[config.mk]
export PLATFORM = sky130hd
export DESIGN_NAME = beat_qualifier
export DESIGN_NICKNAME = d
export VERILOG_FILES = /design/src/rtl/beat_qualifier.sv
export SDC_FILE = /design/constraint.sdc
export NUM_CORES = 1
export LEC_CHECK = 0
export ABC_AREA = 1
export CAP_MARGIN = 20
export CORE_UTILIZATION = 32
export DETAILED_ROUTE_END_ITERATION = 16
export PLACE_DENSITY_LB_ADDON = 0.1
export SLEW_MARGIN = 20
export SYNTH_ARGS = -nofsm -noshare
export SYNTH_HDL_FRONTEND = slang
export SYNTH_SLANG_ARGS = --single-unit
[constraint.sdc]
create_clock -name clk -period 3.4 [get_ports clk]
set_input_delay 0.51 -clock clk [delete_from_list [all_inputs] [get_ports clk]]
set_output_delay 0.51 -clock clk [all_outputs]
set_load 0.1 [all_outputs]
[src/rtl/beat_qualifier.sv]
// Turns the threshold detector's level output into clean one-cycle beat events,
// with glitch qualification, refractory hold-off and beat-to-beat interval measurement.
module beat_qualifier #(
  parameter int MIN_HIGH_CYCLES   = 4,
  parameter int REFRACTORY_CYCLES = 2_500_000,
  parameter int INTERVAL_WIDTH    = 26
) (
  input  logic                      clk,
  input  logic                      rst_n,
  input  logic                      clear,
  input  logic                      beat_pulse,
  output logic                      beat_strobe,
  output logic [INTERVAL_WIDTH-1:0] beat_interval,
  output logic                      interval_valid,
  output logic [15:0]               beat_count,
  output logic                      in_refractory
);

  localparam int QUAL_W = $clog2(MIN_HIGH_CYCLES + 1);
  localparam int HOLD_W = $clog2(REFRACTORY_CYCLES + 1);
  localparam logic [QUAL_W-1:0] QUAL_LAST = QUAL_W'(MIN_HIGH_CYCLES);
  localparam logic [HOLD_W-1:0] HOLD_LAST = HOLD_W'(REFRACTORY_CYCLES - 1);

  typedef enum logic [1:0] {
    ARMED    = 2'd0,
    QUALIFY  = 2'd1,
    HOLDOFF  = 2'd2,
    WAIT_LOW = 2'd3
  } state_t;

  state_t                    state_q, state_d;
  logic [QUAL_W-1:0]         qual_q, qual_d;
  logic [HOLD_W-1:0]         hold_q, hold_d;
  logic [INTERVAL_WIDTH-1:0] int_cnt_q;
  logic                      no_prev_q;
  logic                      fire;
  logic                      int_sat;

  assign int_sat = &int_cnt_q;

  always_comb begin
    state_d = state_q;
    qual_d  = qual_q;
    hold_d  = hold_q;
    fire    = 1'b0;
    case (state_q)
      ARMED: begin
        if (beat_pulse) begin
          qual_d = QUAL_W'(1);
          if (MIN_HIGH_CYCLES == 1) fire = 1'b1;
          else state_d = QUALIFY;
        end
      end
      QUALIFY: begin
        if (beat_pulse) begin
          qual_d = qual_q + QUAL_W'(1);
          if (qual_d == QUAL_LAST) fire = 1'b1;
        end else begin
          state_d = ARMED;
          qual_d  = '0;
        end
      end
      HOLDOFF: begin
        if (hold_q == HOLD_LAST) state_d = WAIT_LOW;
        else hold_d = hold_q + HOLD_W'(1);
      end
      WAIT_LOW: begin
        if (!beat_pulse) state_d = ARMED;
      end
      default: state_d = ARMED;
    endcase
    // The hold-off window counts from the strobe cycle itself.
    if (fire) begin
      state_d = HOLDOFF;
      hold_d  = '0;
      qual_d  = '0;
    end
  end

  always_ff @(posedge clk or negedge rst_n) begin
    if (!rst_n) begin
      state_q        <= ARMED;
      qual_q         <= '0;
      hold_q         <= '0;
      int_cnt_q      <= '1;
      no_prev_q      <= 1'b1;
      beat_strobe    <= 1'b0;
      interval_valid <= 1'b0;
      beat_interval  <= '0;
      beat_count     <= '0;
      in_refractory  <= 1'b0;
    end else if (clear) begin
      state_q        <= ARMED;
      qual_q         <= '0;
      hold_q         <= '0;
      int_cnt_q      <= '1;
      no_prev_q      <= 1'b1;
      beat_strobe    <= 1'b0;
      interval_valid <= 1'b0;
      beat_interval  <= '0;
      beat_count     <= '0;
      in_refractory  <= 1'b0;
    end else begin
      state_q       <= state_d;
      qual_q        <= qual_d;
      hold_q        <= hold_d;
      beat_strobe   <= fire;
      in_refractory <= (state_d == HOLDOFF) || (state_d == WAIT_LOW);
      if (fire) begin
        beat_count <= beat_count + 16'd1;
        int_cnt_q  <= INTERVAL_WIDTH'(1);
        no_prev_q  <= 1'b0;
        // A saturated counter means the true interval is unknown, so keep the old one.
        if (!no_prev_q && !int_sat) begin
          beat_interval  <= int_cnt_q;
          interval_valid <= 1'b1;
        end else begin
          interval_valid <= 1'b0;
        end
      end else begin
        interval_valid <= 1'b0;
        if (!int_sat) int_cnt_q <= int_cnt_q + INTERVAL_WIDTH'(1);
      end
    end
  end

endmodule

==> impl_metrics.tcl <==
set metrics [dict create \
    outcome "finished, final reports clean" \
    hold_viol 0 \
    numClockSinks 99 \
    synth_flop_cell "dfrtp_1" \
    ctsResizeCount 0 \
    p_comb_frac 0.322 \
    synth-seq-area-share 0.4526 \
    antenna_found_initial 0 \
    yosys_warnings 0 \
    period_needed_ns 2.476 \
    ctsHoldBuffers 0 \
    synthCells 747 \
    htree_levels 3 \
    rows 47 \
    drt_pass1_iterations 4 \
    finalClockSkew_ns 0.009399 \
    final_area_um2 6526 \
    rsz0062_at_grt "no" \
    ir_drop_uv 303.2 \
    post_cts_buffers 0 \
    dpl.cell_count 995 \
    nets 795 \
    crit_slowest_cell "clkdlybuf4s50_1" \
    ioPinCount 49 \
    startpoint "beat_count[2]" \
    die-area_um2 17870 \
    syn_nets 756 \
    setup_tns_ns 0 \
    fin_crit_sh 0.7281 \
    syn_area_per_cell_um2 7.427 \
    final_cell_mix "nand2_1, nor2_1, nand3_1" \
    place.gp.congestion 0.8810 \
    power_w 0.003810 \
    synth_xor_area_frac 0.01105 \
    crit_arrival_ns 1.97 \
    yosys-mux-area-fraction 0 \
    vias_per_cell 4.877 \
    pwr-share-clk 0.282 \
    p_sw_w 0.001443 \
    wirelength_um 14750 \
    overflow 0 \
    synth-seq-cells 99 \
    drv_slew 0 \
    synth_cell_types 42 \
    synth-compound-area-share 0.05999 \
    cts-root-buf "clkbuf_16" \
    maxCapViolations 0 \
    end_kind "primary output" \
    seqPwrFrac 0.395 \
    grt_pass1_vias 4724 \
    clockBufferDepth 2 \
    p_leak_nw 3.117 \
    grt_pass1_wl_um 24820 \
    clkTransAtPathRegs_ns 0.07 \
    rr_worst_depth 9 \
    worstSetupPathType "reg2out" \
    antenna_left 0 \
    holdWs_ns 0.2249 \
    cts_buffers 9 \
    synth_edf_count 0 \
    drc 0 \
    synth_top_family_by_area "simple AND/OR/NAND/NOR gates" \
    synthSimpleGateAreaFrac 0.3791 \
    final_common_cell "nand2_1" \
    cts_tree "done" \
    max_freq_mhz 403.9 \
    async_flop_share 1.000 \
    switching_share 0.3788 \
    io_buffers 48 \
    cell_internal_pwr_w 0.002367 \
    dieHeight_um 133.7 \
    syn_area_um2 5548 \
    worst-path-stages 1 \
    critPathMaxStageDelay_ns 1.17 \
    final_cells 1011 \
    dp_hpwl_um 10440 \
    path_delay_family "buffers and inverters" \
    clock_latency_ns 0.35 \
    path_cells "clkdlybuf4s50_1" \
    wire_per_inst_um 14.59 \
    worst_pin_slew_ns 0.9835 \
    hp-class "in2async" \
    path_max_fanout 6 \
    core-area_um2 16760 \
    synth_adder_area_share 0.01128 \
    cp.required_ns 2.89 \
    diodes 0 \
    relSlewSlack 0.3423 \
    powerDensity_nw_per_um2 583.9 \
    cp-start-kind "flop" \
    placed_area_um2 6215 \
    grt_max_degree 57 \
    synthToLayoutAreaGrowth_pct 17.64 \
    initial_core_util 0.3310 \
    setup-violations-final 0 \
    r2r_start "qual_q[0]" \
    drtIter0Drc 272 \
    vias 4931 \
    path_buf_inv 1 \
    die_w_um 133.7 \
    track_usage 0.1769 \
    layout-drive-gt1-share 0.09482 \
]
## metal layers
metal / GRT usage / routed length, µm / up-vias
met5: 0 / 0 / -
met1: 0.2498 / 7460 / 2313
li1: - / - / 2514
met4: 0.05997 / 193 / 0
met3: 0.02702 / 443 / 13
met2: 0.2752 / 6655 / 91
## per-stage QoR
stage | util | setup slack, ns
5_1_grt | 0.3894 | 0.8482
6_report | 0.3894 | 0.9243
3_5_place_dp | 0.3708 | 0.7072
4_1_cts | 0.3894 | 0.8880
2_1_floorplan | - | 1.372
3_3_place_gp | 0.3708 | 0.8235
## registers in the layout, summed over array words and instances, names as in the netlist
name,flops
beat_count,16
beat_interval,26
beat_strobe,1
hold_q,22
in_refractory,1
int_cnt_q,26
interval_valid,1
no_prev_q,1
qual_q,3
state_q,2
## final cells by class
| type | instances | area, µm² |
|---|---|---|
| clock buffers | 11 | 252.7 |
| clock inverters | 5 | 58.81 |
| fillers | 1765 | 10230 |
| inverters | 86 | 322.8 |
| multi-input cells | 535 | 2562 |
| flip-flops and latches | 99 | 2511 |
| well taps | 220 | 275.3 |
| repair buffers | 55 | 543.0 |
## cells in the mapped netlist (all sizes together) (4+ instances only)
| library cell | count | area (µm²) |
|---|---|---|
| xor2 | 7 | 61.31 |
| nand3 | 92 | 478.0 |
| nand4 | 44 | 290.3 |
| nor2 | 108 | 444.2 |
| buf | 20 | 127.6 |
| a21oi | 17 | 85.08 |
| ha | 5 | 62.56 |
| nand2 | 203 | 779.5 |
| nor3 | 9 | 56.31 |
| dfstp | 27 | 709.4 |
| dfrtp | 72 | 1802 |
| inv | 85 | 319.0 |
| o21ai | 26 | 130.1 |
| clkbuf | 7 | 26.28 |
| a31oi | 4 | 25.02 |
## power by group through the flow
stage	sequential (W)	combinational [W]	clock [W]
global placement	0.00153	0.00123	0
finish	0.00151	0.00123	0.00108
global route	0.00153	0.00141	0.00116
floorplan	0.00148	0.000989	0
detailed placement	0.00153	0.00123	0
CTS	0.00151	0.00124	0.00111
## worst paths after layout
kind	endpoint	slack, ns
setup reg to reg	hold_q[19]	1.16
hold / removal	beat_count[7]	0.22
hold reg to reg	beat_interval[22]	0.50
min in group clk	beat_interval[22]	0.50
max in group asynchronous	int_cnt_q[17]	2.41
setup / recovery	beat_count[2]	0.92
## logic make-up after synthesis
kind of cell / after synthesis
AO/OA/AOI/OAI: 59
AND/OR/NAND/NOR: 464
XOR/XNOR: 7
buffers and inverters: 113
adder cells (fa/ha/maj): 5
flip-flops: 99
Power figures use the tool's default switching activity.
